===== src/rtl/fft_addr_gen.sv =====
// fft_addr_gen -- per-level butterfly address sequencer for an in-place
// radix-2 DIT FFT whose input is already in bit-reversed order.
//
// A go pulse in IDLE latches the stage index s. From the next cycle on, the
// block issues N/2 butterfly read requests, one per cycle. Each request has
// two operand addresses (A, B) and a twiddle ROM index. Every request is also
// pushed through a BFLY_LATENCY-deep delay line, which produces the matching
// write strobe and write addresses once the butterfly result is ready.
//
// Ports
//   clk            : clock
//   reset          : synchronous, active-high reset
//   addr_gen_go    : start one level (sampled only while idle)
//   fft_level      : stage index s, sampled together with go
//   addr_gen_busy  : high while read requests are being issued
//   level_err      : one-cycle pulse, go received with an out-of-range level
//   rd_en          : read request valid
//   rd_addr_a/b    : operand A/B read addresses
//   tw_addr        : twiddle ROM index, aligned with rd_en
//   wr_en          : rd_en delayed BFLY_LATENCY cycles
//   wr_addr_a/b    : rd_addr_a/b delayed BFLY_LATENCY cycles
//   fft_data_valid : copy of wr_en for the controller's flush wait
module fft_addr_gen #(
    parameter int FFT_SIZE     = 4096,
    parameter int BFLY_LATENCY = 6,
    localparam int LEVELS = $clog2(FFT_SIZE),
    localparam int ADDR_W = LEVELS,
    localparam int LVL_W  = $clog2(LEVELS),
    localparam int TW_W   = LEVELS - 1
) (
    input  logic              clk,
    input  logic              reset,
    input  logic              addr_gen_go,
    input  logic [LVL_W-1:0]  fft_level,
    output logic              addr_gen_busy,
    output logic              level_err,
    output logic              rd_en,
    output logic [ADDR_W-1:0] rd_addr_a,
    output logic [ADDR_W-1:0] rd_addr_b,
    output logic [TW_W-1:0]   tw_addr,
    output logic              wr_en,
    output logic [ADDR_W-1:0] wr_addr_a,
    output logic [ADDR_W-1:0] wr_addr_b,
    output logic              fft_data_valid
);

    localparam int HALF = FFT_SIZE / 2;

    localparam logic [0:0] ST_IDLE  = 1'b0;
    localparam logic [0:0] ST_ISSUE = 1'b1;

    localparam logic [TW_W-1:0]  J_LAST       = TW_W'(HALF - 1);
    localparam logic [LVL_W-1:0] TW_SHIFT_MAX = LVL_W'(LEVELS - 1);

    // FSM and request state
    logic [0:0]        state_r;
    logic [LVL_W-1:0]  level_r;
    logic [TW_W-1:0]   j_r;
    logic              busy_r;
    logic              err_r;
    logic              rd_en_r;
    logic [ADDR_W-1:0] rd_a_r;
    logic [ADDR_W-1:0] rd_b_r;
    logic [TW_W-1:0]   tw_r;

    // Write delay line
    logic              pipe_v_r [BFLY_LATENCY];
    logic [ADDR_W-1:0] pipe_a_r [BFLY_LATENCY];
    logic [ADDR_W-1:0] pipe_b_r [BFLY_LATENCY];

    // Address arithmetic for the request that will be registered next
    logic              level_ok_s;
    logic [LVL_W-1:0]  calc_level_s;
    logic [TW_W-1:0]   calc_j_s;
    logic [TW_W-1:0]   mask_s;
    logic [TW_W-1:0]   pos_s;
    logic [TW_W-1:0]   hi_s;
    logic [ADDR_W-1:0] span_s;
    logic [ADDR_W-1:0] addr_a_s;
    logic [ADDR_W-1:0] addr_b_s;
    logic [LVL_W-1:0]  tw_shift_s;
    logic [TW_W-1:0]   tw_s;

    // Compute the next request's addresses from (level, j).
    always_comb begin
        level_ok_s   = (int'(fft_level) < LEVELS);
        calc_level_s = fft_level;
        calc_j_s     = {TW_W{1'b0}};
        if (state_r == ST_ISSUE) begin
            // In ISSUE the registered outputs carry j_r; prepare j_r + 1.
            calc_level_s = level_r;
            calc_j_s     = j_r + {{(TW_W-1){1'b0}}, 1'b1};
        end else begin
            // In IDLE a go starts at j = 0 with the level on the port.
            calc_level_s = fft_level;
            calc_j_s     = {TW_W{1'b0}};
        end
        // mask = span-1; pos = j mod span; hi = (j div span) * span.
        mask_s   = ~({TW_W{1'b1}} << calc_level_s);
        pos_s    = calc_j_s & mask_s;
        hi_s     = calc_j_s & ~mask_s;
        span_s   = {{(ADDR_W-1){1'b0}}, 1'b1} << calc_level_s;
        // Shifting hi left once gives grp << (s+1); bit s is then always
        // clear, so B is A with that bit set and can never wrap.
        addr_a_s = {hi_s, 1'b0} | {1'b0, pos_s};
        addr_b_s = addr_a_s | span_s;
        // pos < 2^s, so shifting by LEVELS-1-s always fits in TW_W bits.
        tw_shift_s = TW_SHIFT_MAX - calc_level_s;
        tw_s       = pos_s << tw_shift_s;
    end

    // Request FSM: accept go in IDLE, then issue N/2 requests without stall.
    always_ff @(posedge clk) begin
        if (reset) begin
            state_r <= ST_IDLE;
            level_r <= {LVL_W{1'b0}};
            j_r     <= {TW_W{1'b0}};
            busy_r  <= 1'b0;
            err_r   <= 1'b0;
            rd_en_r <= 1'b0;
            rd_a_r  <= {ADDR_W{1'b0}};
            rd_b_r  <= {ADDR_W{1'b0}};
            tw_r    <= {TW_W{1'b0}};
        end else begin
            err_r <= 1'b0;
            case (state_r)
                ST_IDLE: begin
                    if (addr_gen_go && level_ok_s) begin
                        state_r <= ST_ISSUE;
                        level_r <= fft_level;
                        j_r     <= {TW_W{1'b0}};
                        busy_r  <= 1'b1;
                        rd_en_r <= 1'b1;
                        rd_a_r  <= addr_a_s;
                        rd_b_r  <= addr_b_s;
                        tw_r    <= tw_s;
                    end else if (addr_gen_go) begin
                        err_r <= 1'b1;
                    end else begin
                        state_r <= ST_IDLE;
                    end
                end
                ST_ISSUE: begin
                    // go is ignored here; the latched level stays put.
                    if (j_r == J_LAST) begin
                        state_r <= ST_IDLE;
                        j_r     <= {TW_W{1'b0}};
                        busy_r  <= 1'b0;
                        rd_en_r <= 1'b0;
                    end else begin
                        j_r    <= calc_j_s;
                        rd_a_r <= addr_a_s;
                        rd_b_r <= addr_b_s;
                        tw_r   <= tw_s;
                    end
                end
                default: begin
                    state_r <= ST_IDLE;
                    busy_r  <= 1'b0;
                    rd_en_r <= 1'b0;
                end
            endcase
        end
    end

    // Write delay line: always shifts, independent of the FSM, so writes of a
    // finished level drain unchanged while the next level is already reading.
    always_ff @(posedge clk) begin
        if (reset) begin
            for (int i = 0; i < BFLY_LATENCY; i++) begin
                pipe_v_r[i] <= 1'b0;
                pipe_a_r[i] <= {ADDR_W{1'b0}};
                pipe_b_r[i] <= {ADDR_W{1'b0}};
            end
        end else begin
            pipe_v_r[0] <= rd_en_r;
            pipe_a_r[0] <= rd_a_r;
            pipe_b_r[0] <= rd_b_r;
            for (int i = 1; i < BFLY_LATENCY; i++) begin
                pipe_v_r[i] <= pipe_v_r[i-1];
                pipe_a_r[i] <= pipe_a_r[i-1];
                pipe_b_r[i] <= pipe_b_r[i-1];
            end
        end
    end

    assign addr_gen_busy  = busy_r;
    assign level_err      = err_r;
    assign rd_en          = rd_en_r;
    assign rd_addr_a      = rd_a_r;
    assign rd_addr_b      = rd_b_r;
    assign tw_addr        = tw_r;
    assign wr_en          = pipe_v_r[BFLY_LATENCY-1];
    assign wr_addr_a      = pipe_a_r[BFLY_LATENCY-1];
    assign wr_addr_b      = pipe_b_r[BFLY_LATENCY-1];
    assign fft_data_valid = pipe_v_r[BFLY_LATENCY-1];

endmodule


===== config.mk =====
export PLATFORM = sky130hd
export DESIGN_NAME = fft_addr_gen
export DESIGN_NICKNAME = d
export VERILOG_FILES = /design/src/rtl/fft_addr_gen.sv
export SDC_FILE = /design/constraint.sdc
export NUM_CORES = 1
export LEC_CHECK = 0
export BUFFER_PORTS_ARGS = -buffer_cell sky130_fd_sc_hd__buf_2
export CAP_MARGIN = 5
export CORE_MARGIN = 4
export CORE_UTILIZATION = 50
export DETAILED_ROUTE_END_ITERATION = 6
export GPL_ROUTABILITY_DRIVEN = 0
export PLACE_DENSITY = 0.69
export RECOVER_POWER = 50
export SYNTH_ARGS = -nofsm -noshare
export SYNTH_HDL_FRONTEND = slang
export SYNTH_SLANG_ARGS = --single-unit

===== constraint.sdc =====
create_clock -name clk -period 7 [get_ports clk]
set_input_delay 0 -clock clk [delete_from_list [all_inputs] [get_ports clk]]
set_output_delay 0 -clock clk [all_outputs]
set_load 0.05 [all_outputs]

### After elaboration in Yosys (flattened, before gate mapping)

Memory sizes are Yosys's and may differ from the RTL's.
Cells that the tools add are included.

| operators by class | value |
|---|---|
| equal/unequal tests | 4 |
| mux-type cells | 42 |
| shift operators | 3 |
| div/mod/pow operators | 0 |
| reductions and logical operators | 5 |
| $mul | 0 |
| bitwise operators | 25 |
| order comparisons | 1 |
| $add $sub $neg | 2 |

Operator list:

| cell | number |
|---|---|
| $mux W12 | 16 |
| $mux W11 | 5 |
| $pmux W12 S2 | 2 |
| $pmux W11 S2 | 2 |
| $and A11 B11 Y11 | 2 |
| $not A11 Y11 | 2 |
| $or A1 B1 Y1 | 18 |
| $mux W1 | 14 |
| $or A12 B11 Y12 | 1 |
| $or A12 B12 Y12 | 1 |
| $shl A1 B4 Y12 const A | 1 |
| $add A11 B1 Y11 const B | 1 |
| $eq A11 B11 Y1 const B | 1 |
| $shl A11 B4 Y11 | 1 |
| $shl A11 B4 Y11 const A | 1 |
| $reduce_and A2 Y1 | 3 |
| $lt A4 B4 Y1 const B | 1 |
| $mux W4 | 1 |
| $ne A2 B2 Y1 const B | 2 |
| $pmux W1 S2 | 2 |
| $sub A4 B4 Y4 const A | 1 |
| $reduce_or A3 Y1 | 1 |
| $ne A2 B1 Y1 const B | 1 |
| $logic_and A1 B1 Y1 | 1 |
| $not A1 Y1 | 1 |

| word-level totals | value |
|---|---|
| input bits | 7 |
| bits in writable memories | 150 |
| memory bits (read-only) | 0 |
| memories | 3 |
| word-level logic and storage cells | 93 |
| flip-flop bits (word level) | 53 |
| latch bits | 0 |
| output and inout bits | 64 |

Memories:

| memory | words | bits a word | rd ports | clocked after memory_dff | write ports | RTL line | source |
|---|---|---|---|---|---|---|---|
| pipe_a_r | 6 | 12 | 6 | 0 | 6 | 68 | `logic [ADDR_W-1:0] pipe_a_r [BFLY_LATENCY];` |
| pipe_b_r | 6 | 12 | 6 | 0 | 6 | 69 | `logic [ADDR_W-1:0] pipe_b_r [BFLY_LATENCY];` |
| pipe_v_r | 6 | 1 | 6 | 0 | 6 | 67 | `logic pipe_v_r [BFLY_LATENCY];` |

### Longest topological paths before layout

| logic depth | value |
|---|---|
| depth in word-level cells | 9 |
| mapped depth | 10 |

### Worst setup path before layout

Ideal clock, no wire load.

| timing | value |
|---|---|
| path kind | register to register |
| start | register state_r |
| end | register tw_r[10] (netlist: tw_addr[10]) |
| slack | 4.774 ns |
| period minus slack after synthesis | 2.226 ns |
| cell stages (with the launch flop) | 10 |
| arrival time | 2.096 ns |
| setup time | 0.130 ns |
| path through | dfxtp_1 > mux2_2 > inv_1 > buf_1 > ha_1 > clkbuf_1 > nand3_1 > a2111oi_0 > a311oi_1 > nand3_1 |

| on the way | value |
|---|---|
| word-level cells in the longest chain between the ends | 7 |

RTL lines:

| item | RTL line | source |
|---|---|---|
| start: declaration | 56 | `logic [0:0] state_r;` |
| start signal: assignment | 115 | `state_r <= ST_IDLE;` |
| start signal: assignment | 129 | `state_r <= ST_ISSUE;` |
| start signal: assignment | 140 | `state_r <= ST_IDLE;` |
| $mux W4 | 89 | `if (state_r == ST_ISSUE) begin` |
| $shl A11 B4 Y11 | 99 | `mask_s = ~({TW_W{1'b1}} << calc_level_s);` |
| $not A11 Y11 | 99 |  |
| $and A11 B11 Y11 | 100 | `pos_s = calc_j_s & mask_s;` |
| $shl A11 B4 Y11 | 109 | `tw_s = pos_s << tw_shift_s;` |
| $mux W11, on equally long branches | 145, 128 |  |
| $pmux W11 S2 | 126 | `case (state_r)` |
| end signal: assignment | 123 | `tw_r <= {TW_W{1'b0}};` |
| end signal: assignment | 136 | `tw_r <= tw_s;` |
| end signal: assignment | 154 | `tw_r <= tw_s;` |
| end: declaration | 64 | `logic [TW_W-1:0] tw_r;` |

Several ways; a longest one is shown, not always the timed one. The select of a mux whose other input is x is not followed.
A chain may end at the register's enable or synchronous reset.

### Worst setup path in the final report

Ends and elaborated chain as after synthesis.

==> flow_metrics.tcl <==
set metrics [dict create \
    critPathRequiredTime_ns 7.42 \
    yosys_most_used_dff "dfxtp_1" \
    initial_core_util_pct 51.3 \
    hold_path_class "in2reg" \
    clock-root-buffer "clkbuf_16" \
    leakagePower_uw 0.00302 \
    start_kind "register" \
    power_density_nw_per_um2 304 \
    drt-pass1-iter-count 5 \
    num_vias 5139 \
    fin_crit_sh_pct 57.0 \
    yosys_warnings 0 \
    slew_viol_final 123 \
    slowest_stage "clkbuf_1" \
    diodes 0 \
    grt_usage_pct 17.6 \
    nets 781 \
    setup_tns_ns 0 \
    critPathKind "reg2reg" \
    worstHoldPathCells 4 \
    place.port_buffers 70 \
    synthDistinctLibCells 68 \
    finalInstanceArea_sq_um 8120 \
    final_cell_mix "dfxtp_1, nor2b_1, clkbuf_1" \
    cts_tree "built" \
    syn-instance-count 728 \
    syn-num-nets 737 \
    hold_buffers 5 \
    place_area_sq_um 7480 \
    cpPeakStageDelay_ns 1.22 \
    grt_pass1_wl_mm 23.5 \
    area_delta_synth_final_pct 13.0 \
    cp-end-kind "register" \
    worst_pin_slew_ns 3.32 \
    hpwlAfterDp_mm 9.88 \
    rsz0062_at_grt "false" \
    outcome "finished with violations" \
    core_area_sq_um 14000 \
    die_h_um 128 \
    grt_overflow_total 0 \
    grt_pass1_vias 4805 \
    layout-drive-gt1-share_pct 7.24 \
    critPathMaxFanout 41 \
    die_w_um 128 \
    post_cts_resized 0 \
    finalSetupViolCount 0 \
    cts_setup_buffers 0 \
    antenna_left 0 \
    clk_pin_slew_ns 0.06 \
    slew_headroom_pct -121 \
    cts-buffers-inserted 21 \
    total_power_uw 2470 \
    r2r_start "state_r" \
    drv_cap 2 \
    avgRoutedWirePerCell_um 15.2 \
    ios 71 \
    max_freq_mhz 251 \
    grtUsageMet1_pct 23.0 \
    hold_viol 0 \
    ys_seq_area_share_pct 56.6 \
    placementRows 43 \
    die_area_sq_um 16300 \
    worstPathArrival_ns 4.41 \
    met3_usage_pct 3.58 \
    synthArstFlopShare_pct 0 \
    final_common_cell "dfxtp_1" \
    synth_largest_area_cell "dfxtp_1" \
    clock_path_buffers 3 \
    grt_antenna_before_repair 0 \
    avgSynthCellArea_sq_um 9.87 \
    synth.area.top_cells "dfxtp_1, nor2b_1, nor2_1" \
    clock-sinks 203 \
    yosysTopAreaCellShare_pct 56.6 \
    synth_seq_cells 203 \
    cp_common_cell "nand3_1" \
    grt_use_met2_pct 28.0 \
    vias_per_cell 5.31 \
    fill_cells 1212 \
    drtIter0Drc 569 \
    routed_wl_mm 14.7 \
    fin_crit_ns 3.99 \
    cp_cell_sequence "clkbuf_1 > nand2_1 > o21ai_1 > inv_1 > ha_1 > nand3_1 > a2111oi_0 > a311oi_1 > nand3_1" \
    grt_start_max_net_pins 106 \
    rr_worst_depth 9 \
    skew_ns 0.00717 \
    violations "capacitance limit, slew limit" \
    synth_edf_count 0 \
    cp-startpoint "state_r" \
    peakVddDrop_v 0.000208 \
    cts-htree-levels 1 \
    grt-busiest-layer "met2" \
    drc 0 \
    min_from "fft_level[3]" \
    netlist_area_sq_um 7180 \
    clock_latency_ns 0.48 \
]
-- registers in the layout, summed over array words and instances, names as in the netlist --
signal / flops
pipe_a_r: 72
rd_addr_b: 12
tw_addr: 11
rd_addr_a: 12
pipe_b_r: 72
pipe_v_r: 6
j_r: 11
state_r: 1
level_r: 4
rd_en: 1
level_err: 1
-- where the power goes --
group          internal, uW  leakage (uW)  switching, uW
logic                  52.6       0.00105            148
registers              1190       0.00164           18.8
clock network           637      0.000329            425
-- synth_stat cells, drive strengths merged, types with 6 or more instances --
master,instances
a2bb2oi,7
nand2,44
clkbuf,28
nor2b,154
nor2,51
nor4,7
nand3,15
o21ai,25
a21oi,33
xnor2,6
buf,29
or3,6
nor3,20
dfxtp,203
inv,8
-- worst max-delay path: cells and delay by family (launching register included) --
| family | cells | cell delay (ns) |
|---|---|---|
| flops | 1 | 0.30 |
| buf+inv | 2 | 1.46 |
| compound gates | 3 | 0.82 |
| simple gates | 3 | 0.83 |
| fa+ha+maj | 1 | 0.50 |
-- per-stage QoR --
stage          hold WS [ns]  utilization [%]  instances  setup WS (ns)
6_report              0.365             58.0        967           3.01
5_1_grt               0.380             58.0        967           2.74
4_1_cts              0.0640             58.7        967           4.28
3_5_place_dp          0.310             53.5        924           4.29
3_3_place_gp          0.294             53.5        924           4.37
2_1_floorplan         0.136                -        728           4.77
-- final timing paths --
kind | slack (ns) | to
worst max register to register | 3.01 | tw_addr[10]
worst min-delay path | 0.37 | level_r[3]
worst min register to register | 0.43 | pipe_b_r[0][45]
worst max-delay path | 3.01 | tw_addr[10]
-- layer usage --
metal	vias to the layer above	share of wire (%)	routed length (um)
met5	-	0	0
met4	0	4.4	652
met3	64	9.5	1400
met2	277	44	6520
met1	2261	42	6110
li1	2537	-	-
-- cell type report --
class	instances	area [sq um]	area share, %
clock buffers	31	603	7.43
clock inverters	7	73.8	0.909
inverters	9	33.8	0.416
multi-input cells	459	2780	34.3
flip-flops and latches	203	4060	50.1
well taps	180	225	2.77
repair buffers	78	338	4.16
-- cells by family after synthesis --
| family | after synthesis | share of synthesized area, % |
|---|---|---|
| AOI/OAI and AO/OA | 120 | 11.4 |
| buffers and inverters | 66 | 4.69 |
| and+or+nand+nor | 323 | 25.0 |
| DFF | 203 | 56.6 |
| xor gates and xnor gates | 8 | 0.976 |
| adders and majority gates | 2 | 0.348 |
| muxes | 6 | 0.976 |
(Power assumes the default switching activity.)
